**src/rtl/alu_issue_pkg.sv**
```systemverilog
// Shared encodings for the ALU issue unit: ALU control codes, RV32I opcodes,
// FSM states and branch kinds.
package alu_issue_pkg;

  localparam logic [3:0] ALU_AND  = 4'b0000;
  localparam logic [3:0] ALU_OR   = 4'b0001;
  localparam logic [3:0] ALU_ADD  = 4'b0010;
  localparam logic [3:0] ALU_XOR  = 4'b0011;
  localparam logic [3:0] ALU_SLL  = 4'b0100;
  localparam logic [3:0] ALU_SRL  = 4'b0101;
  localparam logic [3:0] ALU_SUB  = 4'b0110;
  localparam logic [3:0] ALU_SLT  = 4'b0111;
  localparam logic [3:0] ALU_SLTU = 4'b1000;
  localparam logic [3:0] ALU_SRA  = 4'b1101;

  localparam logic [6:0] OPC_OP     = 7'b0110011;
  localparam logic [6:0] OPC_OP_IMM = 7'b0010011;
  localparam logic [6:0] OPC_LOAD   = 7'b0000011;
  localparam logic [6:0] OPC_STORE  = 7'b0100011;
  localparam logic [6:0] OPC_LUI    = 7'b0110111;
  localparam logic [6:0] OPC_BRANCH = 7'b1100011;

  typedef enum logic [1:0] {
    ST_IDLE  = 2'd0,
    ST_ISSUE = 2'd1,
    ST_DONE  = 2'd2
  } state_e;

  typedef enum logic [2:0] {
    BR_NONE = 3'd0,
    BR_EQ   = 3'd1,
    BR_NE   = 3'd2,
    BR_LT   = 3'd3,
    BR_GE   = 3'd4,
    BR_LTU  = 3'd5,
    BR_GEU  = 3'd6
  } br_kind_e;

  // Register/immediate arithmetic code from funct3; alt picks SUB/SRA.
  function automatic logic [3:0] f3_code(input logic [2:0] f3, input logic alt);
    case (f3)
      3'b000:  return alt ? ALU_SUB : ALU_ADD;
      3'b001:  return ALU_SLL;
      3'b010:  return ALU_SLT;
      3'b011:  return ALU_SLTU;
      3'b100:  return ALU_XOR;
      3'b101:  return alt ? ALU_SRA : ALU_SRL;
      3'b110:  return ALU_OR;
      default: return ALU_AND;
    endcase
  endfunction

endpackage

```
**src/rtl/alu_issue_unit_ctrl_decode.sv**
```systemverilog
// Combinational decode of opcode/funct3/funct7b5 into ALU control, operand
// selects, branch kind and an illegal flag.
module alu_ctrl_decode
  import alu_issue_pkg::*;
(
  input  logic [6:0] opcode,
  input  logic [2:0] funct3,
  input  logic       funct7b5,
  output logic [3:0] alu_ctrl,
  output logic       b_sel_imm,
  output logic       a_zero,
  output br_kind_e   branch_kind,
  output logic       illegal
);

  always_comb begin
    alu_ctrl    = ALU_ADD;
    b_sel_imm   = 1'b0;
    a_zero      = 1'b0;
    branch_kind = BR_NONE;
    illegal     = 1'b0;
    case (opcode)
      OPC_OP: begin
        alu_ctrl = f3_code(funct3, funct7b5);
        // bit 30 only has a meaning for SUB and SRA
        if (funct7b5 && (funct3 != 3'b000) && (funct3 != 3'b101)) illegal = 1'b1;
      end
      OPC_OP_IMM: begin
        b_sel_imm = 1'b1;
        alu_ctrl  = f3_code(funct3, funct7b5 && (funct3 == 3'b101));
      end
      OPC_LOAD, OPC_STORE: b_sel_imm = 1'b1;
      OPC_LUI: begin
        a_zero    = 1'b1;
        b_sel_imm = 1'b1;
      end
      OPC_BRANCH: begin
        case (funct3)
          3'b000: begin alu_ctrl = ALU_SUB;  branch_kind = BR_EQ;  end
          3'b001: begin alu_ctrl = ALU_SUB;  branch_kind = BR_NE;  end
          3'b100: begin alu_ctrl = ALU_SLT;  branch_kind = BR_LT;  end
          3'b101: begin alu_ctrl = ALU_SLT;  branch_kind = BR_GE;  end
          3'b110: begin alu_ctrl = ALU_SLTU; branch_kind = BR_LTU; end
          3'b111: begin alu_ctrl = ALU_SLTU; branch_kind = BR_GEU; end
          default: illegal = 1'b1;
        endcase
      end
      default: illegal = 1'b1;
    endcase
  end

endmodule

```
**src/rtl/alu_issue_unit.sv**
```systemverilog
// Issues one decoded op to an external combinational ALU, waits ALU_LAT
// cycles, captures the result and resolves branches behind valid/ready.
module alu_issue_unit
  import alu_issue_pkg::*;
#(
  parameter int XLEN    = 32,
  parameter int ALU_LAT = 1
) (
  input  logic            clk,
  input  logic            rst,
  input  logic            in_valid,
  output logic            in_ready,
  input  logic [6:0]      opcode,
  input  logic [2:0]      funct3,
  input  logic            funct7b5,
  input  logic [XLEN-1:0] rs1_data,
  input  logic [XLEN-1:0] rs2_data,
  input  logic [XLEN-1:0] imm,
  output logic [3:0]      alu_ctrl,
  output logic [XLEN-1:0] alu_a,
  output logic [XLEN-1:0] alu_b,
  input  logic [XLEN-1:0] alu_out,
  input  logic            alu_zero,
  output logic            out_valid,
  input  logic            out_ready,
  output logic [XLEN-1:0] result,
  output logic            branch_taken,
  output logic            illegal
);

  localparam int CNT_W = (ALU_LAT > 1) ? $clog2(ALU_LAT) : 1;

  state_e            state_q, state_d;
  logic [CNT_W-1:0]  cnt_q, cnt_d;
  logic [3:0]        alu_ctrl_q, alu_ctrl_d;
  logic [XLEN-1:0]   alu_a_q, alu_a_d;
  logic [XLEN-1:0]   alu_b_q, alu_b_d;
  br_kind_e          br_q, br_d;
  logic [XLEN-1:0]   result_q, result_d;
  logic              branch_taken_q, branch_taken_d;
  logic              illegal_q, illegal_d;

  logic [3:0]        dec_ctrl;
  logic              dec_b_imm;
  logic              dec_a_zero;
  br_kind_e          dec_br;
  logic              dec_illegal;

  alu_ctrl_decode u_decode (
    .opcode      (opcode),
    .funct3      (funct3),
    .funct7b5    (funct7b5),
    .alu_ctrl    (dec_ctrl),
    .b_sel_imm   (dec_b_imm),
    .a_zero      (dec_a_zero),
    .branch_kind (dec_br),
    .illegal     (dec_illegal)
  );

  // SLT/SLTU leave the comparison in bit 0; SUB signals equality via zero.
  function automatic logic resolve_branch(input br_kind_e k, input logic zero,
                                          input logic lsb);
    case (k)
      BR_EQ:          return zero;
      BR_NE:          return !zero;
      BR_LT, BR_LTU:  return lsb;
      BR_GE, BR_GEU:  return !lsb;
      default:        return 1'b0;
    endcase
  endfunction

  always_comb begin
    state_d        = state_q;
    cnt_d          = cnt_q;
    alu_ctrl_d     = alu_ctrl_q;
    alu_a_d        = alu_a_q;
    alu_b_d        = alu_b_q;
    br_d           = br_q;
    result_d       = result_q;
    branch_taken_d = branch_taken_q;
    illegal_d      = illegal_q;
    case (state_q)
      ST_IDLE: begin
        if (in_valid) begin
          if (dec_illegal) begin
            // ALU-facing registers are left alone so the ALU sees no change
            result_d       = '0;
            branch_taken_d = 1'b0;
            illegal_d      = 1'b1;
            br_d           = BR_NONE;
            state_d        = ST_DONE;
          end else begin
            alu_ctrl_d = dec_ctrl;
            alu_a_d    = dec_a_zero ? '0 : rs1_data;
            alu_b_d    = dec_b_imm ? imm : rs2_data;
            br_d       = dec_br;
            illegal_d  = 1'b0;
            cnt_d      = CNT_W'(ALU_LAT - 1);
            state_d    = ST_ISSUE;
          end
        end
      end
      ST_ISSUE: begin
        if (cnt_q == '0) begin
          result_d       = alu_out;
          branch_taken_d = resolve_branch(br_q, alu_zero, alu_out[0]);
          state_d        = ST_DONE;
        end else begin
          cnt_d = cnt_q - CNT_W'(1);
        end
      end
      ST_DONE: begin
        if (out_ready) state_d = ST_IDLE;
      end
      default: state_d = ST_IDLE;
    endcase
  end

  always_ff @(posedge clk or negedge rst) begin
    if (!rst) begin
      state_q        <= ST_IDLE;
      cnt_q          <= '0;
      alu_ctrl_q     <= ALU_AND;
      alu_a_q        <= '0;
      alu_b_q        <= '0;
      br_q           <= BR_NONE;
      result_q       <= '0;
      branch_taken_q <= 1'b0;
      illegal_q      <= 1'b0;
    end else begin
      state_q        <= state_d;
      cnt_q          <= cnt_d;
      alu_ctrl_q     <= alu_ctrl_d;
      alu_a_q        <= alu_a_d;
      alu_b_q        <= alu_b_d;
      br_q           <= br_d;
      result_q       <= result_d;
      branch_taken_q <= branch_taken_d;
      illegal_q      <= illegal_d;
    end
  end

  assign in_ready     = (state_q == ST_IDLE);
  assign out_valid    = (state_q == ST_DONE);
  assign alu_ctrl     = alu_ctrl_q;
  assign alu_a        = alu_a_q;
  assign alu_b        = alu_b_q;
  assign result       = result_q;
  assign branch_taken = branch_taken_q;
  assign illegal      = illegal_q;

endmodule

```
**config.mk**
```make
export PLATFORM = sky130hd
export DESIGN_NAME = alu_issue_unit
export DESIGN_NICKNAME = d
export VERILOG_FILES = /design/src/rtl/alu_issue_pkg.sv /design/src/rtl/alu_issue_unit_ctrl_decode.sv /design/src/rtl/alu_issue_unit.sv
export SDC_FILE = /design/constraint.sdc
export NUM_CORES = 1
export LEC_CHECK = 0
export CORE_UTILIZATION = 37
export CTS_CLUSTER_SIZE = 20
export DETAILED_ROUTE_END_ITERATION = 10
export GPL_TIMING_DRIVEN = 0
export PLACE_DENSITY = 0.77
export SYNTH_ARGS = -nofsm -noshare
export SYNTH_HDL_FRONTEND = slang
export SYNTH_SLANG_ARGS = --single-unit
```
**constraint.sdc**
```tcl
create_clock -name clk -period 1.75 [get_ports clk]
set_input_delay 0.2625 -clock clk [delete_from_list [all_inputs] [get_ports clk]]
set_output_delay 0.2625 -clock clk [all_outputs]
set_load 0.1 [all_outputs]
```
# Yosys cells after proc, flatten, opt, wreduce, memory -nomap -nowiden

Index checks and enable logic that the tools add are counted.

Bitwise gates (word level): 1
Reductions and logical operators: 21
Equality and inequality tests: 27
Mux-type cells: 37
Add/subtract/negate cells: 1

Operators with widths:

| kind                                                   | count |
|---|---|
| two-way mux 32 bit                                     | 5 |
| case mux 32 bit (2 select lines)                       | 1 |
| case mux 4 bit (7 select lines)                        | 2 |
| case mux 4 bit (3 select lines)                        | 2 |
| == test 3 bit (second input constant)                  | 7 |
| == test 7 x 6 -> 1 bit (second input constant)         | 3 |
| case mux 3 bit (6 select lines)                        | 1 |
| == test 3 x 2 -> 1 bit (second input constant)         | 4 |
| two-way mux 3 bit                                      | 4 |
| two-way mux 1 bit                                      | 11 |
| OR reduction 2 bit                                     | 5 |
| AND reduction 3 bit                                    | 3 |
| two-way mux 2 bit                                      | 4 |
| two-way mux 4 bit                                      | 2 |
| == test 7 x 2 -> 1 bit (second input constant)         | 1 |
| == test 7 x 5 -> 1 bit (second input constant)         | 1 |
| == test 7 bit (second input constant)                  | 1 |
| == test 3 x 1 -> 1 bit (second input constant)         | 2 |
| inequality test 2 bit (second input constant)          | 3 |
| case mux 2 bit (3 select lines)                        | 1 |
| OR reduction 6 bit                                     | 1 |
| inequality test 2 x 1 -> 1 bit (second input constant) | 2 |
| case mux 1 bit (2 select lines)                        | 2 |
| case mux 1 bit (4 select lines)                        | 1 |
| 15 further kinds                                       | 18 |

Input bits: 144
Register bits after elaboration: 108
Logic and storage cells: 96

# Depth between registers and ports, before layout

Word-level depth: 8
Depth in mapped cells: 7

# Cells and area by module

A second synthesis with hierarchy kept.

Cells, all modules: 446
Area total of the unflattened synthesis: 4674.5 sq um

Modules (own cells, without submodules):

| module          | area each (sq um) | cells an instance | seq. area each (sq um) | times used |
|---|---|---|---|---|
| alu_issue_unit  | 4385.5            | 404               | 2677.6                 | 1 |
| alu_ctrl_decode | 289.0             | 42                | 0.0                    | 1 |

# Worst setup path before layout

No wires, ideal clock.

Kind: register to register
Start: register state_q[0]
End: register result_q[0], in the netlist result[0]
Clock period less this slack: 2.893 ns
Stages on the path, launching flop included: 6
Setup slack: -1.143 ns
Required time: 1.614 ns
Arrival: 2.757 ns
Cell sequence: dfrtp_1 -> nor2_1 -> nand2_1 -> a31oi_1 -> clkbuf_1 -> a21oi_1

Word-level cells in the longest chain between the ends: 3
Elaborated cells between the ends (all ways): 8

RTL lines:

| what                                                                          | RTL line              | source |
|---|---|---|
| start: declaration                                                            | alu_issue_unit.sv:33  | `state_e state_q, state_d;` |
| start signal: assignment                                                      | alu_issue_unit.sv:131 | `state_q <= state_d;` |
| zero test 2 bit (*)                                                           | --                    |  |
| named net in_ready                                                            | alu_issue_unit.sv:12  | `output logic in_ready,` |
| inequality test 2 x 1 -> 1 bit (no source line), or another cell as far along | --                    |  |
| AND reduction 4 bit (no source line)                                          | --                    |  |
| end signal: assignment                                                        | alu_issue_unit.sv:137 | `result_q <= result_d;` |
| end: declaration                                                              | alu_issue_unit.sv:39  | `logic [XLEN-1:0] result_q, result_d;` |

Mark *: on every way through the listed nets, which the timed path passes. The rest lies on a longest branch.
A chain may end at the register's enable or synchronous reset.

# Final worst setup path

Start: input port opcode[4]
End: register alu_b_q[7], in the netlist alu_b[7]

Word-level cells in the longest chain between the ends: 5
Elaborated cells between the ends (all ways): 12

RTL lines:

| what                                                 | RTL line                         | source |
|---|---|---|
| start: declaration                                   | alu_issue_unit.sv:13             | `input logic [6:0] opcode,` |
| == test 7 x 2 -> 1 bit, or another cell as far along | alu_issue_unit_ctrl_decode.sv:22 | `case (opcode)` |
| OR reduction 4 bit (no source line)                  | --                               |  |
| case mux 1 bit (3 select lines)                      | alu_issue_unit_ctrl_decode.sv:22 |  |
| inverter 1 bit (no source line)                      | --                               |  |
| AND reduction 3 bit (no source line)                 | --                               |  |
| end signal: assignment                               | alu_issue_unit.sv:135            | `alu_b_q <= alu_b_d;` |
| end: declaration                                     | alu_issue_unit.sv:37             | `logic [XLEN-1:0] alu_b_q, alu_b_d;` |

Parallel ways exist; a longest one is shown, timed or not.

==> results.toml <==
[layout]
flow.area_growth_from_synthesis_pct = 67.3
design_area_um2 = 8720
diodes = 0
multi_input_area_um2 = 2330
regArea_um2 = 2680
final_nets = 876
fillers = 1039
drive_gt1_share_pct = 33.1

[worst_hold_path]
holdPathStages = 2
hold_class = "in -> reg"

[logic_synthesis]
ys_warn_count = 0
async_flop_share_pct = 100
postSynthAreaPerCell_um2 = 11.2
ys_seq_elements = 107
synth_nets = 610
synth.distinct_cells = 39
synth_area_um2 = 5210
synth_edf_count = 0
yosysTopAreaCell = "dfrtp_1"
synth_common_cells = "107 x dfrtp_1, 104 x nand2_1, 60 x mux2_4"
yosysTopAreaCellShare_pct = 51.4
ys_seq_area_share_pct = 51.4
netlist_top_cells_area = "dfrtp_1 51%, mux2_4 17%, nand2_1 7.5%"
netlist_instances = 466
synth_most_common_cell = "dfrtp_1"
synth_ff_type = "dfrtp_1"

[grt]
antenna_found_initial = 0
grt_pass1_vias = 4656
grt_max_degree = 74
grt_pass1_wl_mm = 23.3
grt-ovfl-total = 0
track_usage_pct = 20.7

[timing]
worst_pin_slew_ns = 0.583
hold_viol = 0
slew_violations = 0
clock_skew_ns = 0.0102
rsz0062_at_grt = "no"
slew_headroom_pct = 61.3
setup_tns_ns = 0
fin_crit_sh_pct = 100
fmax_ghz = 0.572
setup_viol = 0
min_period_ns = 1.75
fin_hold_ws_ns = 0.204

[floorplanning]
die_y_um = 121
die_area_um2 = 14600
core_um2 = 13500
die_width_um = 121
io_pins = 248
initial_core_util_pct = 38.6
rows = 42

[worst_setup_path]
crit_path_max_incr_delay_ns = 0.55
critPathTopFamily = "simple AND/OR/NAND/NOR gates"
cp_cell_sequence = "buf_6 > and3b_1 > or4b_4 > buf_12 > buf_12 > mux2_4 > mux2_4"
worstSetupStartpointType = "input pin"
crit_path_end_kind = "flop"
crit_buf_inv = 3
worstPathArrival_ns = 1.98
crit_slowest_cell = "or4b_4"
critical_path_class = "in -> reg"
r2r_cells = 6
cp.depth = 7
cp_max_fo = 7
cp_data_required_time_ns = 1.98

[routing]
drtAntennaViolNets = 0
first_pass_iters = 4
vias_per_cell = 4.81
drc_errors = 0
wl_per_cell_um = 16.4
finalWirelength_mm = 15.0
first_iter_violations = 224
vias = 4390

[clock_network]
cts_buffer_depth = 2
cts.reportedPaths.clkPinSlew_ns = 0.07
clk_latency_ns = 0.35
htreeDepth = 3
cts_tree = "yes"
numCtsBuffers = 9
clock_sinks = 107
cts-root-buf = "clkbuf_16"

[placed_design]
gp_congestion = 0.792
place_hpwl_mm = 10.7
portBuffers = 245
dpl_cell_area_um2 = 7990

[power]
p_seq_share_pct = 29.9
cellLeakagePower_uw = 0.00397
swShare_pct = 47.5
p_total_uw = 10400
power_frac_clock_pct = 21.2
p_per_area_nw_per_um2 = 1200
p_int_uw = 5480
p_comb_share_pct = 48.9
switchingPower_uw = 4960
ir_drop_uv = 823

[run_status]
outcome = "complete, no violations"

[flow_run]
maxCapViolCount = 0
==> cell usage in the layout (no fill, tap or decap), types with 3 or more instances in the layout <==
cell	n
clkdlybuf4s15_2	103
nand2_1	103
clkbuf_16	10
buf_6	5
nand4_1	4
clkbuf_1	4
buf_4	7
mux2_4	66
dfrtp_1	107
mux2i_1	32
nor2b_1	3
inv_1	35
a21oi_1	35
buf_16	4
clkbuf_4	4
nand2b_1	5
clkinvlp_4	3
nor2_1	7
clkbuf_2	11
buf_2	3
buf_12	8
clkdlybuf4s50_1	132
==> layer usage <==
| layer | vias up | track usage (%) | wire [um] |
|---|---|---|---|
| met5 | - | 0 | 0 |
| met4 | 0 | 7.79 | 303 |
| met3 | 19 | 5.24 | 1080 |
| met2 | 172 | 37.4 | 7560 |
| met1 | 2107 | 23.4 | 6020 |
| li1 | 2092 | - | - |
==> power groups by stage <==
stage,Sequential (uW),Clock (uW),Combinational [uW]
after floorplan,6150,0,747
after global placement,3150,0,5140
after detailed placement,3160,0,5180
after CTS,3120,2260,5100
after global routing,3180,2390,5260
final,3130,2210,5110
==> registers in the layout, summed over array words and instances (netlist names) <==
name,flops
alu_a,32
alu_b,32
alu_ctrl,4
br_q,3
branch_taken,1
illegal,1
result,32
state_q,2
==> per-stage QoR <==
step | instances | util [%] | worst slack, ns
2_1_floorplan | 466 | - | -0.112
3_3_place_gp | 887 | 59.0 | -3.53
3_5_place_dp | 888 | 59.1 | -0.888
4_1_cts | 912 | 63.9 | 0.00103
5_1_grt | 913 | 64.6 | 0.000945
6_report | 913 | 64.6 | 0.000314
==> worst paths after layout <==
kind / endpoint / start / slack, ns
worst max register to register: alu_b[20]$_DFFE_PN0P_ / state_q[1]$_DFFE_PN0P_ / 0.06
worst max-delay path: alu_b[7]$_DFFE_PN0P_ / opcode[4] / 0.0003
worst min-delay path: br_q[0]$_DFFE_PN0P_ / funct3[0] / 0.20
max in group asynchronous: alu_b[23]$_DFFE_PN0P_ / rst / 0.60
worst min register to register: alu_ctrl[0]$_DFFE_PN0P_ / alu_ctrl[0]$_DFFE_PN0P_ / 0.51
min in group asynchronous: result[5]$_DFFE_PN0P_ / rst / 0.41
==> logic make-up (layout without fill, tap and decap cells) <==
kind of cell | count (synthesis) | after routing | synth area share (%)
simple gates | 138 | 138 | 11.4
compound gates | 55 | 55 | 6.27
flops | 107 | 107 | 51.4
xor+xnor | 1 | 1 | 0.168
buf+inv | 65 | 336 | 5.57
mux | 100 | 100 | 25.2
==> layout make-up <==
cell class                 count  area share [%]
buffer                        30            3.33
clock buffer                   9            2.58
clock inverter                 7            1.15
inverter                      35            1.51
multi-input combinational    294            26.7
sequential                   107            30.7
tap                          176            2.53
timing repair buffer         255            31.5
==> what timing repair did <==
action / CTS / global route
endpoints found under the setup margin: 202 / 89
cloned: 3 / 1
pin swaps: 4 / 4
setup buffers: 4 / 0
gates resized for setup: 369 / 34
hold endpoints to repair: 34 / 0
hold buffers: 1 / 0
No activity file was read; power rests on OpenSTA's default activity.
